===== src/rtl/grid_scan_counter.sv =====
// Raster-order lattice coordinate generator for the LBM streaming/collision pipeline.
// Emits {Cell_idx, Row, Col} under a Valid/Enable handshake and counts completed sweeps.
module grid_scan_counter #(
  parameter int unsigned GRID_W      = 16,
  parameter int unsigned GRID_H      = 16,
  parameter int unsigned IDX_WIDTH   = $clog2(GRID_W * GRID_H),
  parameter int unsigned ROW_WIDTH   = $clog2(GRID_H),
  parameter int unsigned COL_WIDTH   = $clog2(GRID_W),
  parameter int unsigned SWEEP_WIDTH = 8
) (
  input  logic                   Clk,
  input  logic                   Reset,
  input  logic                   Start,
  input  logic                   Stop,
  input  logic                   Dir,
  input  logic                   Continuous,
  input  logic                   Enable,
  output logic [IDX_WIDTH-1:0]   Cell_idx,
  output logic [ROW_WIDTH-1:0]   Row,
  output logic [COL_WIDTH-1:0]   Col,
  output logic                   Valid,
  output logic                   Row_first,
  output logic                   Row_last,
  output logic                   Done,
  output logic                   Busy,
  output logic [SWEEP_WIDTH-1:0] Sweep_count
);

  localparam logic [IDX_WIDTH-1:0] IDX_LAST = IDX_WIDTH'(GRID_W * GRID_H - 1);
  localparam logic [ROW_WIDTH-1:0] ROW_LAST = ROW_WIDTH'(GRID_H - 1);
  localparam logic [COL_WIDTH-1:0] COL_LAST = COL_WIDTH'(GRID_W - 1);

  typedef enum logic {IDLE = 1'b0, SCAN = 1'b1} state_t;

  state_t                 state_q, state_d;
  logic                   dir_q, cont_q;
  logic                   start_go, accept, at_last, sweep_end, load_dir;
  logic [IDX_WIDTH-1:0]   first_idx, step_idx;
  logic [ROW_WIDTH-1:0]   first_row, step_row;
  logic [COL_WIDTH-1:0]   first_col, step_col;

  assign start_go  = (state_q == IDLE) && Start && !Stop;
  assign accept    = (state_q == SCAN) && Enable;
  assign at_last   = dir_q ? (Cell_idx == '0) : (Cell_idx == IDX_LAST);
  assign sweep_end = accept && at_last && !Stop;
  // A fresh Start takes its direction from the pin; a continuous wrap reuses the latched one.
  assign load_dir  = (state_q == IDLE) ? Dir : dir_q;

  // State register
  always_ff @(posedge Clk) begin
    if (Reset) state_q <= IDLE;
    else       state_q <= state_d;
  end

  // Next-state logic
  always_comb begin
    state_d = state_q;
    case (state_q)
      IDLE: if (start_go) state_d = SCAN;
      SCAN: begin
        if (Stop)                       state_d = IDLE;
        else if (sweep_end && !cont_q)  state_d = IDLE;
      end
      default: state_d = IDLE;
    endcase
  end

  // First cell of a sweep and the successor of the current cell
  always_comb begin
    first_idx = load_dir ? IDX_LAST : '0;
    first_row = load_dir ? ROW_LAST : '0;
    first_col = load_dir ? COL_LAST : '0;
    step_idx  = Cell_idx;
    step_row  = Row;
    step_col  = Col;
    if (!dir_q) begin
      step_idx = Cell_idx + IDX_WIDTH'(1);
      if (Col == COL_LAST) begin
        step_col = '0;
        step_row = Row + ROW_WIDTH'(1);
      end else begin
        step_col = Col + COL_WIDTH'(1);
      end
    end else begin
      step_idx = Cell_idx - IDX_WIDTH'(1);
      if (Col == '0) begin
        step_col = COL_LAST;
        step_row = Row - ROW_WIDTH'(1);
      end else begin
        step_col = Col - COL_WIDTH'(1);
      end
    end
  end

  // Registered coordinates, status and sweep counter
  always_ff @(posedge Clk) begin
    if (Reset) begin
      Cell_idx    <= '0;
      Row         <= '0;
      Col         <= '0;
      Done        <= 1'b0;
      Busy        <= 1'b0;
      Sweep_count <= '0;
      dir_q       <= 1'b0;
      cont_q      <= 1'b0;
    end else begin
      Done <= 1'b0;
      Busy <= (state_d == SCAN);
      if (start_go) begin
        dir_q       <= Dir;
        cont_q      <= Continuous;
        Sweep_count <= '0;
        Cell_idx    <= first_idx;
        Row         <= first_row;
        Col         <= first_col;
      end else if (accept && !Stop) begin
        if (at_last) begin
          Done        <= 1'b1;
          Sweep_count <= Sweep_count + SWEEP_WIDTH'(1);
          if (cont_q) begin
            Cell_idx <= first_idx;
            Row      <= first_row;
            Col      <= first_col;
          end
        end else begin
          Cell_idx <= step_idx;
          Row      <= step_row;
          Col      <= step_col;
        end
      end
    end
  end

  // Combinational handshake and row-boundary flags
  always_comb begin
    Valid     = (state_q == SCAN);
    Row_first = dir_q ? (Col == COL_LAST) : (Col == '0);
    Row_last  = dir_q ? (Col == '0) : (Col == COL_LAST);
  end

endmodule


===== config.mk =====
export PLATFORM = sky130hd
export DESIGN_NAME = grid_scan_counter
export DESIGN_NICKNAME = d
export VERILOG_FILES = /design/src/rtl/grid_scan_counter.sv
export SDC_FILE = /design/constraint.sdc
export NUM_CORES = 1
export LEC_CHECK = 0
export CAP_MARGIN = 20
export CELL_PAD_IN_SITES_DETAIL_PLACEMENT = 1
export CELL_PAD_IN_SITES_GLOBAL_PLACEMENT = 2
export CORE_ASPECT_RATIO = 1.4
export CORE_MARGIN = 4
export CORE_UTILIZATION = 27
export DETAILED_ROUTE_END_ITERATION = 10
export PLACE_DENSITY_LB_ADDON = 0.1
export SETUP_SLACK_MARGIN = 0.5
export SYNTH_ARGS = -nofsm -noshare
export SYNTH_HDL_FRONTEND = slang
export SYNTH_SLANG_ARGS = --single-unit

===== constraint.sdc =====
create_clock -name Clk -period 2.25 [get_ports Clk]
set_input_delay 0.45 -clock Clk [delete_from_list [all_inputs] [get_ports Clk]]
set_output_delay 0.45 -clock Clk [all_outputs]
set_load 0.02 [all_outputs]

==> results.json <==
{
  "status": "finished clean",
  "crit_path_end_kind": "register",
  "netlist.area_leader.share_pct": 31.2,
  "final_nets": 302,
  "dp_hpwl_um": 4160,
  "worst-r2r-cell-count": 8,
  "dieArea_mm2": 0.00805,
  "crit_slowest_cell": "or4_1",
  "synth.most_common_cell": "dfxtp_1",
  "hold_class": "reg -> reg",
  "clkTransAtPathRegs_ns": 0.10,
  "via_count": 1835,
  "powerDensity_mw_per_mm2": 443,
  "yosys.area_share.simple_pct": 22.8,
  "synth_compound_area_share_pct": 23.4,
  "drt_iter0_drc": 36,
  "drtAntennaViolNets": 0,
  "cp.arrival_ns": 2.28,
  "gp_congestion": 0.785,
  "worst_slew_pin_slew_ns": 0.532,
  "syn_inst": 216,
  "yosys.area.top_type": "dfxtp_1",
  "yosysSeqAreaShare_pct": 31.2,
  "finalWirelength_um": 5630,
  "viasPerCell": 5.21,
  "wl_per_cell_um": 16.0,
  "synth_warnings": 0,
  "core_mm2": 0.00634,
  "crit_path_cell_trace": "buf_12 -> ha_4 -> a21oi_4 -> o211ai_1 -> o41ai_2 -> xnor2_1 -> or4_1 -> a41oi_2",
  "seqCellArea_um2": 583,
  "final_core_util_pct": 43.5,
  "syn_area_per_cell_um2": 8.32,
  "rsz0062_at_grt": "true",
  "cp_top_family": "compound AO/OA/AOI/OAI gates",
  "hold_viol_final": 0,
  "antenna_found_initial": 0,
  "synth_top_family_by_area": "compound AO/OA/AOI/OAI gates",
  "fillCellCount": 738,
  "ctsRootBufferMaster": "clkbuf_8",
  "place_area_mm2": 0.00242,
  "grt_pass1_wl_um": 9340,
  "grt_util_met3_pct": 1.55,
  "rrSetupSlack_ns": 0.18,
  "maxSlewHeadroom_pct": 63.5,
  "cts_hold_buf": 0,
  "finalSetupViolations": 0,
  "drive_gt1_share_pct": 28.9,
  "drc": 0,
  "cpPeakStageDelay_ns": 0.43,
  "postSynth.asyncResetShare_pct": 0,
  "postLayoutCellArea_mm2": 0.00276,
  "ios": 36,
  "dr.pass1.iters": 4,
  "die_x_um": 77.0,
  "worst-setup-path-type": "reg -> reg",
  "timing.hold.ws_ns": 0.479,
  "crit_buf_inv": 1,
  "min_period_over_period_pct": 92.0,
  "synthTopCellsByArea": "dfxtp_1 31%, ha_1 7.7%, a21oi_1 5.3%",
  "synth_edf_count": 0,
  "fin_crit_ns": 2.07,
  "drv_slew": 0,
  "start_util_pct": 28.4,
  "max_freq_ghz": 0.483,
  "diodes": 0,
  "critical_path_depth": 8,
  "p_leak_nw": 1.25,
  "grt_overflow": 0,
  "whs_path_depth": 2,
  "clock_latency_ns": 0.28,
  "cp.required_ns": 2.46,
  "cts_buffers": 3,
  "multiInputGateArea_mm2": 0.00138,
  "h-tree-depth": 1,
  "crit_fanout": 4,
  "synthXorXnorAreaFrac_pct": 6.33,
  "synth_nets": 236,
  "rows": 34,
  "ys_top_cells_by_count": "28 x dfxtp_1, 25 x nand2_1, 19 x a21oi_1, 19 x nor2_1, 12 x inv_1",
  "finalClockSkew_ns": 0.00921,
  "ys_types": 50,
  "ctsLongestPathBuffers": 2,
  "yosys_most_used_dff": "dfxtp_1",
  "p_total_mw": 1.22,
  "grt_max_degree": 15,
  "met2_usage_pct": 26.6,
  "critPathLaunchType": "register",
  "fin_setup_tns_ns": 0,
  "cap_violations": 0,
  "irDropWorstVdd_mv": 0.195,
  "synth.area.mux_share_pct": 2.23,
  "cts.sinks": 28,
  "grt_pass1_vias": 1912,
  "syn-cell-area_mm2": 0.00180,
  "io_buffers": 35,
  "met1_usage_pct": 16.7,
  "gr-max-usage-layer": "met2",
  "synth-seq-cells": 28,
  "cts_tree": "yes",
  "area_delta_synth_final_pct": 53.2,
  "die_y_um": 105,
  "grt_usage_pct": 14.2,
  "synthAdderAreaFrac_pct": 9.88
}
[metrics by stage]
stage	setup slack (ns)	cells
2_1_floorplan	0.388	216
3_3_place_gp	0.0664	333
3_5_place_dp	0.0575	333
4_1_cts	0.158	349
5_1_grt	0.0556	352
6_report	0.180	352
[layout make-up]
class / instances / area share [%]
Timing Repair Buffer: 66 / 22.4
Multi-Input combinational cell: 171 / 49.9
Sequential cell: 28 / 21.2
Inverter: 12 / 1.77
Tap cell: 72 / 3.27
Clock buffer: 3 / 1.50
[registers in the layout (all words and copies together) (netlist names)]
register and cells:
Col 4, Row 4, Busy 1, dir_q 1
Done 1, Cell_idx 8, Sweep_count 8, cont_q 1
[worst paths after layout]
path / startpoint / end
worst max-delay path: dir_q$_SDFFE_PP0P_ / Cell_idx[7]$_SDFFE_PP0P_
worst min-delay path: cont_q$_SDFFE_PP0P_ / cont_q$_SDFFE_PP0P_
worst max register to register: dir_q$_SDFFE_PP0P_ / Cell_idx[7]$_SDFFE_PP0P_
worst min register to register: cont_q$_SDFFE_PP0P_ / cont_q$_SDFFE_PP0P_
[routing by layer]
layer	wire length [um]	vias up
met3	116	4
met1	2470	899
met5	0	-
met4	34	0
li1	-	912
met2	3010	20
[timing repair]
action / CTS / global route
pin swaps: 11 / 4
gates cloned: 1 / 0
endpoints found under the hold margin: 0 / 0
buffers inserted: 12 / 3
resized for setup: 45 / 25
endpoints found under the setup margin: 45 / 36
[layout by cell type, fill, tap and decap left out, types with 5 or more instances in the layout]
master | netlist | routed
dlymetal6s2s_1 | 0 | 7
buf_4 | 1 | 27
nand3_1 | 9 | 7
inv_1 | 12 | 10
nor2_1 | 19 | 18
a21oi_1 | 19 | 17
nand2_1 | 25 | 24
ha_4 | 0 | 6
clkdlybuf4s50_1 | 0 | 9
dfxtp_1 | 28 | 18
a21o_1 | 5 | 5
ha_1 | 11 | 5
o21ai_0 | 7 | 5
dfxtp_2 | 0 | 6
xor2_1 | 9 | 9
dlygate4sd2_1 | 0 | 17
[cell families (layout without fill, tap and decap cells)]
kind of cell | after synthesis | in the layout
buffers and inverters | 17 | 81
adders and majority gates | 13 | 13
muxes | 4 | 4
and+or+nand+nor | 82 | 82
DFF | 28 | 28
xor gates and xnor gates | 13 | 13
AOI/OAI and AO/OA | 59 | 59
[report_power, final]
group	leakage (nW)	switching [mW]	internal, mW
registers	0.233	0.0379	0.518
clock network	0.0216	0.161	0.120
logic	0.991	0.201	0.183
[worst reg2reg max path: cells and delay by family (launching register included)]
family | cells | cell delay (ns)
AO/OA/AOI/OAI | 4 | 0.73
AND/OR/NAND/NOR | 1 | 0.43
flip-flops | 1 | 0.38
adder cells (fa/ha/maj) | 1 | 0.21
buffers and inverters | 1 | 0.14
XOR/XNOR | 1 | 0.11
No activity file was read; power rests on OpenSTA's default activity.
